**config.mk**
```make
export PLATFORM = sky130hd
export DESIGN_NAME = imm_gen_pipe_flat
export DESIGN_NICKNAME = d
export VERILOG_FILES = /design/src/rtl/imm_pkg.sv /design/src/rtl/imm_gen_pipe_if.sv /design/src/rtl/imm_decode_comb.sv /design/src/rtl/imm_gen_pipe.sv /design/src/flat_wrapper.sv
export SDC_FILE = /design/constraint.sdc
export NUM_CORES = 1
export LEC_CHECK = 0
export BUFFER_PORTS_ARGS = -buffer_cell sky130_fd_sc_hd__buf_2
export CAP_MARGIN = 10
export CELL_PAD_IN_SITES_DETAIL_PLACEMENT = 0
export CELL_PAD_IN_SITES_GLOBAL_PLACEMENT = 1
export CORE_MARGIN = 10
export CORE_UTILIZATION = 24
export CTS_CLUSTER_SIZE = 20
export DETAILED_ROUTE_END_ITERATION = 12
export PLACE_DENSITY = 0.51
export SETUP_SLACK_MARGIN = 0.02
export SYNTH_ARGS = -nofsm -noshare
export SYNTH_HDL_FRONTEND = slang
export SYNTH_SLANG_ARGS = --single-unit
```
**constraint.sdc**
```tcl
create_clock -name clk -period 5 [get_ports clk]
set_input_delay 1 -clock clk [delete_from_list [all_inputs] [get_ports clk]]
set_output_delay 1 -clock clk [all_outputs]
set_load 0.01 [all_outputs]
```
**src/rtl/imm_pkg.sv**
```systemverilog
// Shared encodings for the immediate generator: format selects and base opcodes.
package imm_pkg;

    localparam logic [2:0] IMM_I     = 3'b000;
    localparam logic [2:0] IMM_S     = 3'b001;
    localparam logic [2:0] IMM_B     = 3'b010;
    localparam logic [2:0] IMM_U     = 3'b011;
    localparam logic [2:0] IMM_J     = 3'b100;
    localparam logic [2:0] IMM_SHAMT = 3'b101;
    localparam logic [2:0] IMM_RSVD  = 3'b110;
    localparam logic [2:0] IMM_AUTO  = 3'b111;

    localparam logic [6:0] OP_IMM    = 7'b0010011;
    localparam logic [6:0] OP_LOAD   = 7'b0000011;
    localparam logic [6:0] OP_JALR   = 7'b1100111;
    localparam logic [6:0] OP_SYSTEM = 7'b1110011;
    localparam logic [6:0] OP_STORE  = 7'b0100011;
    localparam logic [6:0] OP_BRANCH = 7'b1100011;
    localparam logic [6:0] OP_LUI    = 7'b0110111;
    localparam logic [6:0] OP_AUIPC  = 7'b0010111;
    localparam logic [6:0] OP_JAL    = 7'b1101111;

endpackage

```
**src/rtl/imm_gen_pipe_if.sv**
```systemverilog
// Decode-side handshake bundle: instruction in, buffered immediate out.
interface imm_gen_pipe_if #(
    parameter int XLEN = 32
) ();
    logic            inValid;
    logic            inReady;
    logic [31:0]     instr;
    logic [2:0]      immSel;
    logic            outValid;
    logic            outReady;
    logic [XLEN-1:0] immOut;
    logic [2:0]      immFmt;
    logic            immErr;

    modport master (
        output inValid, instr, immSel, outReady,
        input  inReady, outValid, immOut, immFmt, immErr
    );

    modport slave (
        input  inValid, instr, immSel, outReady,
        output inReady, outValid, immOut, immFmt, immErr
    );
endinterface

```
**src/rtl/imm_decode_comb.sv**
```systemverilog
// Extracts and sign-extends the immediate for the selected (or opcode-derived) format.
// Latency: purely combinational.
// Backpressure: none; caller registers the result.
module imm_decode_comb
    import imm_pkg::*;
#(
    parameter int XLEN    = 32,
    parameter bit AUTO_EN = 1'b1
) (
    input  logic [31:0]     instr,
    input  logic [2:0]      immSel,
    output logic [XLEN-1:0] imm,
    output logic [2:0]      fmt,
    output logic            err
);

    logic [2:0]         w_fmt;
    logic signed [31:0] w_imm32;
    logic [5:0]         w_shamt;

    always_comb begin
        w_fmt = immSel;
        if (immSel == IMM_AUTO) begin
            if (AUTO_EN) begin
                case (instr[6:0])
                    OP_IMM, OP_LOAD, OP_JALR, OP_SYSTEM: w_fmt = IMM_I;
                    OP_STORE:                            w_fmt = IMM_S;
                    OP_BRANCH:                           w_fmt = IMM_B;
                    OP_LUI, OP_AUIPC:                    w_fmt = IMM_U;
                    OP_JAL:                              w_fmt = IMM_J;
                    default:                             w_fmt = IMM_RSVD;
                endcase
            end else begin
                w_fmt = IMM_RSVD;
            end
        end

        w_shamt = (XLEN == 64) ? instr[25:20] : {1'b0, instr[24:20]};
        w_imm32 = '0;
        case (w_fmt)
            IMM_I:   w_imm32 = {{20{instr[31]}}, instr[31:20]};
            IMM_S:   w_imm32 = {{20{instr[31]}}, instr[31:25], instr[11:7]};
            IMM_B:   w_imm32 = {{20{instr[31]}}, instr[7], instr[30:25], instr[11:8], 1'b0};
            IMM_U:   w_imm32 = {instr[31:12], 12'b0};
            IMM_J:   w_imm32 = {{12{instr[31]}}, instr[19:12], instr[20], instr[30:21], 1'b0};
            default: w_imm32 = '0;
        endcase

        // shamt is the only zero-extended field; everything else widens from bit 31
        imm = (w_fmt == IMM_SHAMT) ? XLEN'(w_shamt) : XLEN'(w_imm32);
        fmt = w_fmt;
        err = (w_fmt == IMM_RSVD);
    end

endmodule

```
**src/rtl/imm_gen_pipe.sv**
```systemverilog
// Registered RISC-V immediate generator with a DEPTH-entry FIFO output buffer.
// Latency: one cycle from accept to outValid; no in-to-out combinational path.
// Backpressure: inReady = !full from registered count; a pop never frees a slot in the same cycle.
module imm_gen_pipe
    import imm_pkg::*;
#(
    parameter int XLEN    = 32,
    parameter int DEPTH   = 2,
    parameter bit AUTO_EN = 1'b1
) (
    input  logic          clk,
    input  logic          rstN,
    input  logic          flush,
    imm_gen_pipe_if.slave bus
);

    localparam int PW = (DEPTH > 1) ? $clog2(DEPTH) : 1;
    localparam int CW = $clog2(DEPTH + 1);

    logic [XLEN-1:0] r_imm [DEPTH];
    logic [2:0]      r_fmt [DEPTH];
    logic            r_err [DEPTH];
    logic [PW-1:0]   r_head;
    logic [PW-1:0]   r_tail;
    logic [CW-1:0]   r_count;
    logic [XLEN-1:0] r_last_imm;
    logic [2:0]      r_last_fmt;
    logic            r_last_err;

    logic [XLEN-1:0] w_imm;
    logic [2:0]      w_fmt;
    logic            w_err;
    logic            w_full;
    logic            w_empty;
    logic            w_push;
    logic            w_pop;

    imm_decode_comb #(
        .XLEN    (XLEN),
        .AUTO_EN (AUTO_EN)
    ) u_dec (
        .instr  (bus.instr),
        .immSel (bus.immSel),
        .imm    (w_imm),
        .fmt    (w_fmt),
        .err    (w_err)
    );

    function automatic logic [PW-1:0] ptr_next(input logic [PW-1:0] p);
        return (p == PW'(DEPTH - 1)) ? '0 : p + 1'b1;
    endfunction

    assign w_full  = (r_count == CW'(DEPTH));
    assign w_empty = (r_count == '0);
    assign w_push  = bus.inValid && !w_full && !flush;
    assign w_pop   = !w_empty && bus.outReady && !flush;

    always_ff @(posedge clk or negedge rstN) begin
        if (!rstN) begin
            for (int i = 0; i < DEPTH; i++) begin
                r_imm[i] <= '0;
                r_fmt[i] <= IMM_I;
                r_err[i] <= 1'b0;
            end
            r_head     <= '0;
            r_tail     <= '0;
            r_count    <= '0;
            r_last_imm <= '0;
            r_last_fmt <= IMM_I;
            r_last_err <= 1'b0;
        end else if (flush) begin
            r_head  <= '0;
            r_tail  <= '0;
            r_count <= '0;
        end else begin
            if (w_push) begin
                r_imm[r_tail] <= w_imm;
                r_fmt[r_tail] <= w_fmt;
                r_err[r_tail] <= w_err;
                r_tail        <= ptr_next(r_tail);
            end
            // keep a copy of what leaves so an empty buffer still shows the last delivered entry
            if (w_pop) begin
                r_last_imm <= r_imm[r_head];
                r_last_fmt <= r_fmt[r_head];
                r_last_err <= r_err[r_head];
                r_head     <= ptr_next(r_head);
            end
            case ({w_push, w_pop})
                2'b10:   r_count <= r_count + 1'b1;
                2'b01:   r_count <= r_count - 1'b1;
                default: r_count <= r_count;
            endcase
        end
    end

    assign bus.inReady  = !w_full;
    assign bus.outValid = !w_empty;
    assign bus.immOut   = w_empty ? r_last_imm : r_imm[r_head];
    assign bus.immFmt   = w_empty ? r_last_fmt : r_fmt[r_head];
    assign bus.immErr   = w_empty ? r_last_err : r_err[r_head];

endmodule

```
**src/flat_wrapper.sv**
```systemverilog
// flat-port wrapper written by rule: the top's interface ports become plain ports
module imm_gen_pipe_flat import imm_pkg::*;
#(
    parameter int XLEN    = 32,
    parameter int DEPTH   = 2,
    parameter bit AUTO_EN = 1'b1
)
  (clk, rstN, flush, bus_inValid, bus_instr, bus_immSel, bus_outReady, bus_inReady, bus_outValid, bus_immOut, bus_immFmt, bus_immErr);
  imm_gen_pipe_if #(.XLEN(XLEN)) bus_i ();
  input  logic clk;
  input  logic rstN;
  input  logic flush;
  input wire logic [$bits(bus_i.inValid)-1:0] bus_inValid;
  input wire logic [$bits(bus_i.instr)-1:0] bus_instr;
  input wire logic [$bits(bus_i.immSel)-1:0] bus_immSel;
  input wire logic [$bits(bus_i.outReady)-1:0] bus_outReady;
  output wire logic [$bits(bus_i.inReady)-1:0] bus_inReady;
  output wire logic [$bits(bus_i.outValid)-1:0] bus_outValid;
  output wire logic [$bits(bus_i.immOut)-1:0] bus_immOut;
  output wire logic [$bits(bus_i.immFmt)-1:0] bus_immFmt;
  output wire logic [$bits(bus_i.immErr)-1:0] bus_immErr;
  assign bus_i.inValid = bus_inValid;
  assign bus_i.instr = bus_instr;
  assign bus_i.immSel = bus_immSel;
  assign bus_i.outReady = bus_outReady;
  assign bus_inReady = bus_i.inReady;
  assign bus_outValid = bus_i.outValid;
  assign bus_immOut = bus_i.immOut;
  assign bus_immFmt = bus_i.immFmt;
  assign bus_immErr = bus_i.immErr;
  imm_gen_pipe #(.XLEN(XLEN), .DEPTH(DEPTH), .AUTO_EN(AUTO_EN)) u_core (.clk(clk), .rstN(rstN), .flush(flush), .bus(bus_i));
endmodule
```
# == Word level (Yosys, flattened, before mapping) ==
# Index checks and enable logic that the tools add are counted.
# word_totals
ff_bits,112
inputBits,40
elab_cells,91
# classes
n_addsub,4
order_cmp,3
n_eq_ne,19
muxes,33
bitwise,3
reduce_logical,17
# ops
cell,n
$mux W32,6
$pmux W32 S5,1
$bwmux W64,1
$demux W32 S1,1
$eq A7 B7 Y1 const B,4
$mux W3,6
$pmux W3 S5,1
$eq A7 B5 Y1 const B,2
$eq A7 B6 Y1 const B,2
$eq A3 B3 Y1 const B,4
$mux W1,11
$eq A7 B2 Y1 const B,1
$bwmux W6,1
$eq A3 B2 Y1 const B,2
$logic_and A1 B1 Y1,5
$eq A2 B2 Y1 const B,2
$ge A2 B2 Y1 const B,2
$not A1 Y2,2
$pmux W2 S2,1
$reduce_and A2 Y1,2
$reduce_bool A2 Y1,2
$reduce_or A4 Y1,1
$demux W3 S1,1
$eq A3 B1 Y1 const B,1
14 further kinds,17

# == Depth between registers and ports, before layout ==
# Gate-level depths: netlist of the first run.
# logic_depth
ltp_word,8
ltp_mapped,9
depth_no_buf,6

# == Cells and area by module ==
# A second synthesis of the first run with hierarchy kept.
# unflattened
hier_cells,499
hier_area_um2,5666.7
# by_module_without_submodules
module,n_inst,cells_each,area_per_inst_um2,seq_area_each_um2
imm_gen_pipe,1,418,5048.6,2802.7
imm_decode_comb,1,81,618.1,0.0

# == Worst setup path after synthesis of the first run ==
# Ideal clock, no wire load.
# synth_timing
path_type,input-to-reg
start,input port bus_instr[2]
end,register u_core.r_imm[1] (netlist name)
setup_time_ns,0.126
arrival_ns,2.821
required_time_ns,4.874
slack_ns,2.053
stages,6
path_buffers,0
cell_sequence,or3b_2 -> a2111oi_2 -> a21oi_1 -> nor2_4 -> mux2_2 -> a221o_1
# synth_via
elab_chain_cells,8
# synth_rtl
element,line_no,rtl
"start, declared",flat_wrapper.sv:14,input wire logic [$bits(bus_i.instr)-1:0] bus_instr;
$eq A7 B5 Y1 (tied with other cells),imm_decode_comb.sv:25,case (instr[6:0])
$reduce_or A4 Y1 / $reduce_or A2 Y1 (equally long branches),imm_decode_comb.sv:25,
$pmux W3 S5 *,imm_decode_comb.sv:25,
$mux W3 *,imm_decode_comb.sv:23,if (immSel == IMM_AUTO) begin
$eq A3 B3 Y1 (tied with other cells),imm_decode_comb.sv:40,case (w_fmt)
$pmux W32 S5,imm_decode_comb.sv:40,
$mux W32 *,imm_decode_comb.sv:50,imm = (w_fmt == IMM_SHAMT) ? XLEN'(w_shamt) : XLEN'(w_imm32);
$bwmux W64 *,imm_gen_pipe.sv:77,r_imm[r_tail] <= w_imm;
"end signal, assigned by index",imm_gen_pipe.sv:77,
"end, declared",imm_gen_pipe.sv:20,logic [XLEN-1:0] r_imm [DEPTH];
# Every way passes the cells marked *; elsewhere a longest branch is shown, timed or not.
# A chain may end at the register's enable or synchronous reset.

# == Worst setup path after layout of the first run ==
# layout_timing
start,register u_core.r_head
end,output port bus_immOut[1]
# layout_via
elab_chain_cells,5
# layout_rtl
element,line_no,rtl
"start, declared",imm_gen_pipe.sv:23,logic [PW-1:0] r_head;
"start signal, assigned",imm_gen_pipe.sv:87,r_head <= ptr_next(r_head);
$not A1 Y2 (not written as such),imm_gen_pipe.sv:99,assign bus.immOut = w_empty ? r_last_imm : r_imm[r_head];
$mux W32 (not written as such) (3 in a row),imm_gen_pipe.sv:99,
$mux W32,imm_gen_pipe.sv:99,
"end, declared",flat_wrapper.sv:19,output wire logic [$bits(bus_i.immOut)-1:0] bus_immOut;
# Every way passes these cells. The select of a mux whose other input is x is not followed.

==> results of run 1 <==
==> area by class of cell <==
| type | count | area share [%] |
|---|---|---|
| clock buffers | 14 | 4.17 |
| inverters | 3 | 0.178 |
| diodes | 2 | 0.0791 |
| well taps | 280 | 5.54 |
| clock inverters | 2 | 0.613 |
| repair buffers | 86 | 7.20 |
| flip-flops and latches | 112 | 44.3 |
| multi-input cells | 419 | 37.9 |
==> flip-flops by register name, indices dropped and copies added (netlist names) <==
register,cells
u_core.r_last_imm,32
u_core.r_last_fmt,3
u_core.r_err,2
u_core.r_last_err,1
u_core.r_fmt,6
u_core.r_tail,1
u_core.r_count,2
u_core.r_head,1
u_core.r_imm,64
==> cell families (layout without fill, tap and decap cells) <==
kind of cell	after synthesis	after routing	synth area share [%]
and+or+nand+nor	196	196	15.9
AOI/OAI and AO/OA	178	178	20.1
DFF	112	112	52.2
muxes	42	42	7.94
buffers and inverters	40	105	3.38
xor gates and xnor gates	3	3	0.489
other	0	2	0
==> final timing paths <==
kind	startpoint	endpoint	slack [ns]	depth (start not counted)
worst min-delay path	u_core.r_imm[46]$_DFFE_PN0P_	u_core.r_imm[46]$_DFFE_PN0P_	0.48	2
worst max register to register	u_core.r_count[0]$_DFFE_PN0P_	u_core.r_last_imm[31]$_DFFE_PN0P_	2.29	6
worst max-delay path	u_core.r_head$_DFFE_PN0P_	bus_immOut[1]	1.57	4
max in group asynchronous	rstN	u_core.r_last_imm[31]$_DFFE_PN0P_	3.37	2
min in group asynchronous	rstN	u_core.r_imm[50]$_DFFE_PN0P_	0.60	1
worst min register to register	u_core.r_imm[46]$_DFFE_PN0P_	u_core.r_imm[46]$_DFFE_PN0P_	0.48	2
==> stage by stage <==
| stage | worst slack (ns) | util (%) | instance area [um2] | cells | hold WS, ns |
|---|---|---|---|---|---|
| floorplan | 2.05 | - | 5370 | 571 | 0.448 |
| global placement | 1.68 | 27.5 | 6020 | 900 | 0.459 |
| detailed placement | 1.64 | 27.5 | 6020 | 900 | 0.469 |
| CTS | 1.50 | 28.9 | 6320 | 916 | 0.485 |
| global route | 1.37 | 28.9 | 6320 | 916 | 0.501 |
| finish | 1.57 | 28.9 | 6330 | 918 | 0.481 |
==> placed cells by master, fill, tap and decap left out, drive strengths merged, types with 2 or more instances in the layout <==
| cell | netlist | routed |
|---|---|---|
| a2111oi | 2 | 2 |
| a211oi | 2 | 2 |
| a21o | 3 | 3 |
| a21oi | 112 | 112 |
| a221o | 8 | 8 |
| a22o | 12 | 12 |
| a22oi | 3 | 3 |
| and2 | 3 | 3 |
| buf | 7 | 86 |
| clkbuf | 30 | 14 |
| dfrtp | 112 | 112 |
| diode | 0 | 2 |
| inv | 3 | 3 |
| mux2 | 5 | 5 |
| mux2i | 37 | 37 |
| nand2 | 53 | 53 |
| nand2b | 2 | 2 |
| nand3b | 3 | 3 |
| nor2 | 117 | 117 |
| nor2b | 4 | 4 |
| nor3 | 2 | 2 |
| nor3b | 3 | 3 |
| o21ai | 25 | 25 |
| o31ai | 5 | 5 |
| xor2 | 2 | 2 |
==> power groups by stage <==
stage | combinational (mW) | sequential, mW | clock (mW)
3_3_place_gp | 0.737 | 1.30 | 0
4_1_cts | 0.753 | 1.29 | 0.772
2_1_floorplan | 0.502 | 1.26 | 0
3_5_place_dp | 0.751 | 1.31 | 0
5_1_grt | 0.840 | 1.32 | 0.808
6_report | 0.732 | 1.29 | 0.743
==> metal layers <==
metal	part of all wire, %	vias to the layer above	GRT usage, %
met1	47	2090	15.1
met2	46	85	17.0
met5	0	-	0
li1	-	2112	-
met3	5.5	13	2.45
met4	1.4	0	3.83
==> worst max-delay path, stage by stage (launching register included) <==
cell and delay, ns:
dfrtp_2 1.00, buf_4 0.37, mux2i_1 0.32, a21oi_1 0.16, buf_2 0.20
==> synthesized netlist by cell type, drive strengths merged, types with 2 or more instances <==
| cell type | number |
|---|---|
| inv | 3 |
| mux2i | 37 |
| a22oi | 3 |
| mux2 | 5 |
| a211oi | 2 |
| a2111oi | 2 |
| nor3 | 2 |
| nor2 | 117 |
| buf | 7 |
| nand2b | 2 |
| nor2b | 4 |
| nand3b | 3 |
| nor3b | 3 |
| and2 | 3 |
| a21o | 3 |
| a21oi | 112 |
| o31ai | 5 |
| a22o | 12 |
| nand2 | 53 |
| dfrtp | 112 |
| clkbuf | 30 |
| o21ai | 25 |
| xor2 | 2 |
| a221o | 8 |
==> impl_results.md, run 1 <==
- Outcome: complete, no violations
- Detailed placement HPWL: ~11000 um
- Synth Warn #: 0
- WL final: 16000 um
- Antenna-violating nets left: 0
- Clock group share of total power: 26.9%
- Worst-path clk slew: 0.07 ns
- Synth Area per Inst: 9.41 um2
- Grt ovf: 0
- Top FF cell, synth: dfrtp_1
- Clock tree from TritonCTS: built
- Tightest Pin Transition: 1.09 ns
- Post-Syn Instances: 571
- P&R area growth vs syn: 17.8%
- Number of primary I/O pins: 78
- Iter 0 DRT Violations: 287
- Global-route wire length before repair: approximately 25000 um
- Initial Utilization: 24.5%
- Vias: 4300
- Vias in the first global route: approximately 4.3k
- Longest Clk Path Bufs: 2
- Area of the multi-input gates: approximately 2400 um2
- Slew Limit Fails: 0
- Reg power frac: 46.6%
- Seq/Total Area, Yosys: 52.2%
- Register Area: 2800 um2
- First-pass DRT Iterations: 4
- Clock sink count: between 100 and 150
- Clock root cell: clkbuf_16
- Die width: 170 um
- Layout cells sized above 1: 19.5%
- FFs w/ async S/R, synth: 100%
- H-tree depth: 3
- Leakage power total: 2.64 nW
- DRC: 0
- Pwr/cell area: approximately 440 nW/um2
- Peak VDD IR: 0.176 mV
- Core Area: 21900 um2
- Synth top area share: 52.2%
- Crit path capture type: output pin
- Net Sw Power: 887 uW
- Final Critical Period: 3.43 ns
- Setup TNS: 0 ns
- Initial antenna violation count: 2
- # rows: 54
- Hold buffers post-CTS: 0
- Final Hold Fails: 0
- Worst setup SP type: flip-flop
- Largest net degree at the start of global routing: 49
- Cell internal pwr: ~1.9 mW
- Vias per cell: around 4.7
- Crit share post-route: 68.5%
- Setup Skew: about 0.010 ns
- Maxcap violations: 0
- TritonCTS Buffers: 9
- HP Class: flip-flop to flip-flop
- Tot Pwr: 2.76 mW
- Number of synthesized flops with an enable pin: 0
- Die Y: 170 um
- Synth area leaders: dfrtp_1, a21oi_1, nor2_1, mux2i_1, nand2_1
- Arrival time worst endpoint: 2.43 ns
- Wire per inst: between 15 and 20 um
- Die area: ~29000 um2
- Type of the worst setup path: flip-flop to output pin
- Port bufs: 77
- Clk Latency, worst-skew pair: 0.35 ns
- Post-CTS Setup Inserts: 0
- Critical Path RT: 4.00 ns
- Global-route usage over all layers: between 10% and 20%
- Final setup viols: 0
- Slew margin rel.: 27.2%
- Final net count: 671
- Max Fclk: 292 MHz
- Post-synthesis cell type count: slightly above 50
- GPL Wtd Cong: 0.768
- Fillers: approximately 2.4k
- Combinational Power Share: a little over a quarter
- Synth Net Count: 611
- RSZ-0062 raised after global routing: no
- Seq cells post-synth: 112
- Post-CTS Resized: 0
- Mapped cell area: 5370 um2
- Area leader, netlist: dfrtp_1
- Critical Path Fanout Max: 29
- Sw Ratio: around a third
No activity file was read; power rests on OpenSTA's default activity.
==> inputs of run 2 (changes only) <==
ABC_AREA = 1   (was default)
PLACE_DENSITY = 0.53   (was 0.51)
clock period = 3.37 ns   (was 5 ns; I/O delays follow)
==> impl_results.md, run 2 <==
- Outcome: complete, no violations
- Largest registers: u_core.r_imm x64, u_core.r_last_imm x32, u_core.r_fmt x6
- Die width: 174 um
- Most frequent cells in the layout: nand2_1, dfrtp_1, o21ai_0
- Die Y: 174 um
- Max Fclk: 383 MHz
- Crit path capture type: output pin
- TritonCTS Buffers: 9
- Port bufs: 77
- GPL Wtd Cong: 0.741
- Max FFs per register: 64
- First-pass DRT Iterations: 4
- Number of diodes: 0
- Post-CTS Resized: 0
- Clock tree from TritonCTS: built
- Reg2Reg Setup Slack: 1.27 ns
- Synth Warn #: 0
- Global-route wire length before repair: between 20000 and 30000 um
- Setup Skew: 0.00700 ns
- Initial antenna violation count: 1
- Top-count cell post-synth: nand2_1
- Finished Cell Area: 6760 um2
- FFs w/ async S/R, synth: 100%
- Number of synthesized flops with an enable pin: 0
- Clk Latency, worst-skew pair: between 0.3 and 0.4 ns
- P&R area growth vs syn: 19.5%
- Synth area leaders: dfrtp_1, nand2_1, o21ai_0, inv_1, nand3_1
- Final setup viols: 0
- Maxcap violations: 0
- Post-synth top cells: nand2_1, dfrtp_1, o21ai_0
- Final net count: just under 900
- Global-route usage over all layers: between 10% and 20%
- Longest Clk Path Bufs: 2
- Initial Utilization: 24.2%
- Hold buffers post-CTS: 0
- Post-synthesis cell type count: 26
- Setup TNS: 0 ns
- Clock sink count: 112
- Post-DP Area: 6400 um2
- Worst Hold Slack: about 0.29 ns
- Crit share post-route: a little under 80%
- WL final: 17000 um
- HP Class: input pin to async pin
- Leakage power total: ~3.6 nW
- Synth Net Count: 830
- Type of the worst setup path: flip-flop to output pin
- Largest net degree at the start of global routing: 53
- Area leader, netlist: dfrtp_1
- # rows: between 50 and 60
- Worst setup SP type: flip-flop
- Post-Syn Instances: 790
- Fillers: approximately 2.7k
- Grt ovf: 0
- Seq/Total Area, Yosys: 49.5%
- Largest reg by FF count: u_core.r_imm
- Slew Limit Fails: 0
- H-tree depth: 3
- Mapped cell area: 5660 um2
- Die area: 30100 um2
- Post-CTS Setup Inserts: 0
- Pwr/cell area: 813 nW/um2
- Tightest Pin Transition: 0.902 ns
- Detailed placement HPWL: 11700 um
- Commonest non-fill, non-tap cell in the layout: nand2_1
- Antenna-violating nets left: 0
- Synth Area per Inst: 7.16 um2
- Final core occ: 29.0%
- Setup ws final: 0.758 ns
- Final Critical Period: roughly 2.6 ns
- Setup Slack @ Placement: 0.800 ns
- Clock root cell: clkbuf_16
- Vias: 4989
- Iter 0 DRT Violations: 313
- Wire per inst: between 10 and 15 um
- Seq cells post-synth: 112
- Vias per cell: roughly 4.2
- Peak VDD IR: 0.214 mV
- Core Area: 23300 um2
- Slew margin rel.: 39.8%
- RSZ-0062 raised after global routing: no
- Register Area: between 2000 and 3000 um2
- Area of the multi-input gates: 2470 um2
- Critical Path Fanout Max: 18
- Final Hold Fails: 0
- Layout cells sized above 1: between 15 and 20%
- Arrival time worst endpoint: 1.94 ns
- Worst-path clk slew: approximately 0.07 ns
- Top FF cell, synth: dfrtp_1
- Critical Path RT: 2.70 ns
- Synth top area share: about 50%
- DRC: 0
- Number of primary I/O pins: slightly below 80
- Vias in the first global route: 4889
## run 2: cell count changes after synthesis, moves of 6 or more
cell	delta
nand2_1	+354
a21oi_1	-103
nor2_1	-99
o21ai_0	+74
inv_1	+48
mux2i_1	-37
nand3_1	+22
nand2_2	+13
a22o_1	-12
a221o_1	-8
inv_2	+7
buf_2	+6
nand4_1	+6
## run 2: layer usage
layer | share of wire [%] | track usage, %
met5 | 0.041 | 0
met4 | 1.5 | 4.10
met1 | 50 | 16.5
met2 | 45 | 17.2
met3 | 3.7 | 1.96
## run 2: path summary, 6_finish.rpt
| check | cells after the start | endpoint | start |
|---|---|---|---|
| min in group clk | 2 | u_core.r_imm[36]$_DFFE_PN0P_ | u_core.r_imm[36]$_DFFE_PN0P_ |
| min | 1 | u_core.r_last_imm[26]$_DFFE_PN0P_ | rstN |
| max | 8 | bus_immOut[22] | u_core.r_head$_DFFE_PN0P_ |
| max reg2reg | 10 | u_core.r_count[1]$_DFFE_PN0P_ | u_core.r_count[0]$_DFFE_PN0P_ |
| max in group asynchronous | 2 | u_core.r_imm[13]$_DFFE_PN0P_ | rstN |
| min reg2reg | 2 | u_core.r_imm[36]$_DFFE_PN0P_ | u_core.r_imm[36]$_DFFE_PN0P_ |
## run 2: cells by family after synthesis
group | count (synthesis) | share of synthesized area (%)
xor+xnor | 1 | 0.155
simple gates | 474 | 33.9
compound gates | 106 | 9.49
flops | 112 | 49.5
buf+inv | 97 | 6.92
## run 2: worst max-delay path, stage by stage (launching register included)
cell	delay [ns]
dfrtp_1	0.38
buf_4	0.19
inv_2	0.16
buf_4	0.28
nand2_1	0.08
nand2_1	0.10
nand2_1	0.05
o21ai_0	0.13
buf_2	0.19
## run 2: layout make-up
| type | instances | area share [%] |
|---|---|---|
| Inverter | 59 | 3.27 |
| Timing Repair Buffer | 90 | 7.55 |
| Clock buffer | 9 | 3.33 |
| Clock inverter | 6 | 1.96 |
| Multi-Input combinational cell | 581 | 36.5 |
| Tap cell | 319 | 5.90 |
| Sequential cell | 112 | 41.4 |
## run 2: where the power goes
part | leakage [nW] | switching (mW) | internal [mW]
clock network | 0.171 | 0.514 | 0.797
logic | 1.92 | 1.34 | 0.706
registers | 1.46 | 0.235 | 1.91
## run 2: through the flow
step                      total power [mW]  instances
after floorplan                       3.44        790
final                                 5.50       1176
after global placement                4.27       1161
after detailed placement              4.28       1161
after global routing                  6.02       1176
after CTS                             5.63       1176
